[src/rtl/wb_arbiter.sv]
// Two-master Wishbone arbiter: round-robin on ties, grant held while the owner keeps cyc high.
// Optional bus timeout (stalled strobe -> error to the owner) enabled by defining WB_ARBITER_TIMEOUT_EN.
module wb_arbiter #(
    parameter int unsigned TIMEOUT_CYCLES = 255
) (
    input  logic        clk_i,
    input  logic        rst_i,
    input  logic        m0_cyc_i,
    input  logic        m0_stb_i,
    input  logic        m0_we_i,
    input  logic [31:0] m0_adr_i,
    input  logic [31:0] m0_dat_i,
    input  logic [3:0]  m0_sel_i,
    output logic [31:0] m0_dat_o,
    output logic        m0_ack_o,
    output logic        m0_err_o,
    output logic        m0_rty_o,
    input  logic        m1_cyc_i,
    input  logic        m1_stb_i,
    input  logic        m1_we_i,
    input  logic [31:0] m1_adr_i,
    input  logic [31:0] m1_dat_i,
    input  logic [3:0]  m1_sel_i,
    output logic [31:0] m1_dat_o,
    output logic        m1_ack_o,
    output logic        m1_err_o,
    output logic        m1_rty_o,
    output logic        s_cyc_o,
    output logic        s_stb_o,
    output logic        s_we_o,
    output logic [31:0] s_adr_o,
    output logic [31:0] s_dat_o,
    output logic [3:0]  s_sel_o,
    input  logic [31:0] s_dat_i,
    input  logic        s_ack_i,
    input  logic        s_err_i,
    input  logic        s_rty_i,
    output logic [1:0]  gnt_o
);

    typedef enum logic [1:0] {
        IDLE = 2'd0,
        GNT0 = 2'd1,
        GNT1 = 2'd2
    } state_e;

    localparam logic [15:0] TO_LAST = 16'(TIMEOUT_CYCLES - 32'd1);

    state_e state_q, state_d;
    logic   last_q, last_d;
    logic   stb_raw_s;
    logic   timeout_s;
    logic   ack_fwd_s, err_fwd_s, rty_fwd_s;

    // State and last-grant registers; reset leaves m1 as last owner so m0 wins the first tie
    always_ff @(posedge clk_i or posedge rst_i) begin
        if (rst_i) begin
            state_q <= IDLE;
            last_q  <= 1'b1;
        end else begin
            state_q <= state_d;
            last_q  <= last_d;
        end
    end

    // Next-state arbitration
    always_comb begin
        state_d = state_q;
        last_d  = last_q;
        case (state_q)
            IDLE: begin
                if (m0_cyc_i && m1_cyc_i) begin
                    state_d = last_q ? GNT0 : GNT1;
                end else if (m0_cyc_i) begin
                    state_d = GNT0;
                end else if (m1_cyc_i) begin
                    state_d = GNT1;
                end else begin
                    state_d = IDLE;
                end
            end
            GNT0: begin
                if (m0_cyc_i) begin
                    state_d = GNT0;
                end else if (m1_cyc_i) begin
                    state_d = GNT1;
                end else begin
                    state_d = IDLE;
                end
            end
            GNT1: begin
                if (m1_cyc_i) begin
                    state_d = GNT1;
                end else if (m0_cyc_i) begin
                    state_d = GNT0;
                end else begin
                    state_d = IDLE;
                end
            end
            default: state_d = IDLE;
        endcase
        if (state_d == GNT0) begin
            last_d = 1'b0;
        end else if (state_d == GNT1) begin
            last_d = 1'b1;
        end else begin
            last_d = last_q;
        end
    end

    // Request mux from the granted master onto the slave port
    always_comb begin
        s_cyc_o   = 1'b0;
        stb_raw_s = 1'b0;
        s_we_o    = 1'b0;
        s_adr_o   = 32'd0;
        s_dat_o   = 32'd0;
        s_sel_o   = 4'd0;
        gnt_o     = 2'b00;
        case (state_q)
            GNT0: begin
                s_cyc_o   = m0_cyc_i;
                stb_raw_s = m0_stb_i;
                s_we_o    = m0_we_i;
                s_adr_o   = m0_adr_i;
                s_dat_o   = m0_dat_i;
                s_sel_o   = m0_sel_i;
                gnt_o     = 2'b01;
            end
            GNT1: begin
                s_cyc_o   = m1_cyc_i;
                stb_raw_s = m1_stb_i;
                s_we_o    = m1_we_i;
                s_adr_o   = m1_adr_i;
                s_dat_o   = m1_dat_i;
                s_sel_o   = m1_sel_i;
                gnt_o     = 2'b10;
            end
            default: gnt_o = 2'b00;
        endcase
    end

`ifdef WB_ARBITER_TIMEOUT_EN
    logic [15:0] cnt_q, cnt_d;
    logic        stall_s;

    // Stall counter; a timeout also clears it so the next stall starts fresh
    always_comb begin
        stall_s   = stb_raw_s & ~(s_ack_i | s_err_i | s_rty_i);
        timeout_s = stall_s & (cnt_q == TO_LAST);
        if (stall_s && !timeout_s && (state_d == state_q)) begin
            cnt_d = cnt_q + 16'd1;
        end else begin
            cnt_d = 16'd0;
        end
    end

    // Stall counter register
    always_ff @(posedge clk_i or posedge rst_i) begin
        if (rst_i) begin
            cnt_q <= 16'd0;
        end else begin
            cnt_q <= cnt_d;
        end
    end
`else
    logic unused_timeout_s;

    assign unused_timeout_s = ^TO_LAST;
    assign timeout_s        = 1'b0;
`endif

    // Response routing; responses are only honoured while a strobe is actually presented
    always_comb begin
        s_stb_o   = stb_raw_s & ~timeout_s;
        ack_fwd_s = s_ack_i & s_stb_o;
        err_fwd_s = (s_err_i & s_stb_o) | timeout_s;
        rty_fwd_s = s_rty_i & s_stb_o;
        m0_dat_o  = s_dat_i;
        m1_dat_o  = s_dat_i;
        m0_ack_o  = 1'b0;
        m0_err_o  = 1'b0;
        m0_rty_o  = 1'b0;
        m1_ack_o  = 1'b0;
        m1_err_o  = 1'b0;
        m1_rty_o  = 1'b0;
        if (state_q == GNT0) begin
            m0_ack_o = ack_fwd_s;
            m0_err_o = err_fwd_s;
            m0_rty_o = rty_fwd_s;
        end else if (state_q == GNT1) begin
            m1_ack_o = ack_fwd_s;
            m1_err_o = err_fwd_s;
            m1_rty_o = rty_fwd_s;
        end else begin
            m0_ack_o = 1'b0;
        end
    end

endmodule

[config.mk]
export PLATFORM = sky130hd
export DESIGN_NAME = wb_arbiter
export DESIGN_NICKNAME = d
export VERILOG_FILES = /design/src/rtl/wb_arbiter.sv
export SDC_FILE = /design/constraint.sdc
export NUM_CORES = 1
export LEC_CHECK = 0
export ABC_AREA = 1
export BUFFER_PORTS_ARGS = -buffer_cell sky130_fd_sc_hd__buf_2
export CAP_MARGIN = 30
export CELL_PAD_IN_SITES_DETAIL_PLACEMENT = 1
export CELL_PAD_IN_SITES_GLOBAL_PLACEMENT = 1
export CORE_AREA = 4 4 123 125
export DETAILED_ROUTE_END_ITERATION = 7
export DIE_AREA = 0 0 127 129
export PLACE_DENSITY_LB_ADDON = 0.15
export RECOVER_POWER = 25
export SLEW_MARGIN = 20
export SYNTH_ARGS = -nofsm -noshare
export SYNTH_HDL_FRONTEND = slang
export SYNTH_SLANG_ARGS = --single-unit
[constraint.sdc]
create_clock -name clk_i -period 3.4 [get_ports clk_i]
set_input_delay 0.17 -clock clk_i [delete_from_list [all_inputs] [get_ports clk_i]]
set_output_delay 0.17 -clock clk_i [all_outputs]
set_load 0.02 [all_outputs]
Word-level counts from Yosys, hierarchy flattened
Index checks and enable logic that the tools add are counted.
Widths: inputs -> output; s select.
{"block": "op_classes", "n_addsub": 0, "shift": 0, "n_div": 0, "n_reduce_logical": 3, "muxes": 25, "bitwise": 3, "n_lt_le_gt_ge": 0, "n_mul": 0, "n_eq_ne": 4}
{"op": "$pmux 32 s2", "n": 2}
{"op": "$mux 1", "n": 12}
{"op": "$mux 2", "n": 5}
{"op": "$pmux 4 s2", "n": 1}
{"op": "$pmux 1 s2", "n": 3}
{"op": "$pmux 2 s3", "n": 1}
{"op": "$eq 2x1->1 const B", "n": 2}
{"op": "$eq 2x2->1 const B", "n": 2}
{"op": "$pmux 2 s2", "n": 1}
{"op": "$and 1x1->1", "n": 3}
{"op": "$logic_not 2->1", "n": 1}
{"op": "$reduce_bool 2->1", "n": 1}
{"op": "$logic_and 1x1->1", "n": 1}
{"block": "word_totals", "register_bits": 3, "ram_bits": 0, "memories": 0, "latch_bits": 0, "romBits": 0, "in_bits": 179}

Depth between registers and ports, before layout
{"block": "depth", "depth_word": 7, "depth_mapped": 11, "depth_no_buf": 10}

Least setup slack after synthesis
OpenSTA, ideal clock, no wires.
{"block": "synth_path", "kind": "reg2reg", "from": "register state_q[1]", "to": "register last_q", "path_stages_with_launch": 11, "setup_time_ns": 0.079, "n_path_buf": 2, "t_required_ns": 3.321, "slack_ns": 1.736, "arrival_ns": 1.585, "period_less_slack_ns": 1.664, "cell_sequence": "dfrtp_1 > inv_1 > ha_1 > buf_4 > buf_6 > nand2_1 > nand2_1 > inv_1 > a21oi_1 > ha_1 > o21ai_0"}
{"block": "synth_via", "elab_chain_cells": 4, "elab_cells_between_ends": 8}
{"item": "start, declared", "line_no": "49", "source": "state_e state_q, state_d;"}
{"item": "start signal, assigned", "line_no": "61", "source": "state_q <= state_d;"}
{"item": "$eq 2x2->1 (tied with other cells)", "line_no": "70", "source": "case (state_q)"}
{"item": "$pmux 2 s3 *", "line_no": "70"}
{"item": "named net state_d[0]", "line_no": "49"}
{"item": "$eq 2x1->1 or $eq 2x2->1 (tied branches)", "line_no": "102, 104"}
{"item": "$mux 1 or $reduce_bool 2->1 (tied branches)"}
{"item": "end signal, assigned", "line_no": "62", "source": "last_q <= last_d;"}
{"item": "end, declared", "line_no": "50", "source": "logic last_q, last_d;"}
Mark *: on every way through the listed nets, which the timed path passes. The rest lies on a longest branch.
A chain may end at the register's enable or synchronous reset.

Worst setup path after layout
{"block": "layout_path", "from": "register state_q[0]", "to": "output port s_adr_o[21]"}
{"block": "layout_via", "elab_chain_cells": 2, "elab_cells_between_ends": 3}
{"item": "$eq 2x2->1 or $eq 2x1->1 (tied branches)", "line_no": "120", "source": "case (state_q)"}
{"item": "$pmux 32 s2 *", "line_no": "120"}
{"item": "end, declared", "line_no": "31", "source": "output logic [31:0] s_adr_o,"}
Mark *: on every way between the ends. The rest lies on a longest branch, timed or not.

==> results.md <==
- P_leak: 1.49 nW
- Peak VDD IR: 0.296 mV
- Vias after detailed routing: 2,669
- Status: finished clean
- Hold crit path type: input port to flip-flop
- Inserted Clock Buffers: 3
- Final number of setup-violating endpoints: 0
- Register area: 76.3 sq um
- WP data required: 3.23 ns
- Critical Path AT: 2.27 ns
- Cell Rows: 43
- Crit path kind: flip-flop to output pin
- Critical Path End Type: output pin
- Post-DRT Antenna Nets: 0
- First DRT Iteration DRCs: 50
- Sequential area share after synthesis: 4.14%
- Hold-fix buffers at CTS: 1
- Mean Syn Cell Area: 5.31 sq um
- Min-Delay Path Depth: 3
- Layout cells sized above 1: 48.4%
- YS warnings: 0
- Max Fclk: 410 MHz
- CP max FO: 39
- Design Power: 0.00204 W
- Synth Instances: 347
- Final Slew Violations: 0
- Antenna violations before repair: 0
- Cells after DPL: 671
- TNS Setup: 0 ns
- # IOs: 322
- GP Congestion: 0.808
- Final min period: 2.44 ns
- Setup crit start: state_q[0]
- # Post-CTS Setup Buffers: 0
- Tcrit/Tclk final: 71.8%
- Fillers: 1,867
- ANT cells: 0
- Drt first pass iters: 4
- Gr ovfl total: 0
- Cells on worst reg2reg path: 8
- Routed WL per cell: 13.6 microns
- Most common cell after layout, fill and taps aside: buf_2
- Vias per cell: 3.95
- Area share of the largest cell type after synthesis: 31.4%
- Unrepaired setup endpoints after global routing: no
- Core Region: 0.0139 sq mm
- Drc violations: 0
- PwrDens: 754 mW/mm^2
- GRT Util Overall: 10.1%
- Yosys cell types: 16
- First-pass GRT wire length: 13.8 mm
- CP Launch Type: flip-flop
- Clock H-tree levels: 1
- CTS sink count: 3
- Worst-path clk slew: 0.03 ns
- Tightest Pin Transition: 0.743 ns
- Vias in the first global route: 2,784
- Root buf cell: clkbuf_16
- Area of the multi-input gates: 0.00110 sq mm
- Endpoints failing hold: 0
- Area Growth Syn to Fin: 46.8%
- Die Width: 127 microns
- Commonest non-fill, non-tap cells in the layout: buf_2, nand2_1, a21oi_1
- Worst reg2reg path startpoint: state_q[0]
- Die height: 129 microns
- CTS resizes: 0
- Largest net degree at the start of global routing: 40
- Clock buffer depth: 2
- Top cells by area, synth: buf_4, nand2_1, a21oi_1
- Final core occ: 19.5%
- Port Buf Inserts: 225
- Leading area contributor after synthesis: buf_4
- Total Wirelength: 9.22 mm
- Slew Limit Headroom: 50.4%
- DIE AREA: 0.0164 sq mm
- HPWL after DPL: 7.72 mm
- Nets@finish: 683
- Synth Register Bits: 3
- Cell area after synthesis: 0.00184 sq mm
- Mapped Nets: 533
- Initial Util: 13.3%
- Hold Crit Start: m1_cyc_i
- Clock Skews: 0.000382 ns
- Max_cap viols: 0
- Clock Latency Late Sink: 0.22 ns
- CTS tree: yes
- Finished Layout Cells: 676
[area by class of cell]
type	instances	area share [%]
repair buffers	232	43.6
multi-input cells	245	40.5
well taps	180	8.32
clock buffers	4	2.91
flip-flops and latches	3	2.82
inverters	12	1.76
[worst max-delay path: stages, from the launching register on]
cell	delay, ns
dfrtp_1	0.39
inv_1	0.10
ha_1	0.36
inv_2	0.57
buf_4	0.36
a21oi_1	0.08
buf_2	0.17
[through the flow]
step                      worst slack [ns]  instance area [sq um]  hold slack, ns
final                                0.960                   2710           0.300
after global routing                 0.777                   2710           0.328
after CTS                            0.917                   2710           0.296
after detailed placement              1.15                   2620          0.0385
after global placement                1.24                   2620          0.0409
after floorplan                       1.74                   1840         -0.0771
[power by group]
part / switching (W) / total (W) / internal, W / leakage [nW]
clock: 0.0000314 / 0.000186 / 0.000155 / 0.0382
combinational: 0.00126 / 0.00178 / 0.000520 / 1.42
sequential: 0.0000153 / 0.0000740 / 0.0000587 / 0.0359
total: 0.00131 / 0.00204 / 0.000733 / 1.49
[synthesized netlist by cell type]
cell type  number
ha_1            7
o21ai_0         1
nor2_1          7
inv_4           1
dfrtp_1         2
a21oi_1        72
dfstp_2         1
buf_6           1
buf_2           3
nand2_1       151
buf_4          77
o21ai_4         1
inv_1          10
nand3_1         6
inv_2           1
clkbuf_1        6
[registers in the layout, indices dropped and copies added (netlist names)]
register,flops
last_q,1
state_q,2
[layer usage]
layer,vias to the layer above,GRT usage (%),part of all wire (%),wire [microns]
met4,0,2.15,1.4,133
met2,145,19.6,53,4920
met5,-,0,0,0
met3,18,3.24,10,944
li1,1324,-,-,-
met1,1182,10.7,35,3230
[cell families after synthesis]
family                   count (synthesis)  share of synthesized area [%]
adder cells (fa/ha/maj)                  7                           4.75
AND/OR/NAND/NOR                        164                           33.8
AO/OA/AOI/OAI                           74                           20.7
buffers and inverters                   99                           36.6
flip-flops                               3                           4.14
[final timing paths]
| path | to | slack, ns |
|---|---|---|
| worst max-delay path | s_adr_o[21] | 0.96 |
| worst min-delay path | state_q[1] | 0.30 |
| worst max register to register | last_q | 1.71 |
| worst min register to register | last_q | 0.49 |
| max in group asynchronous | last_q | 2.84 |
| min in group asynchronous | state_q[1] | 0.35 |
No activity file was read; power rests on OpenSTA's default activity.
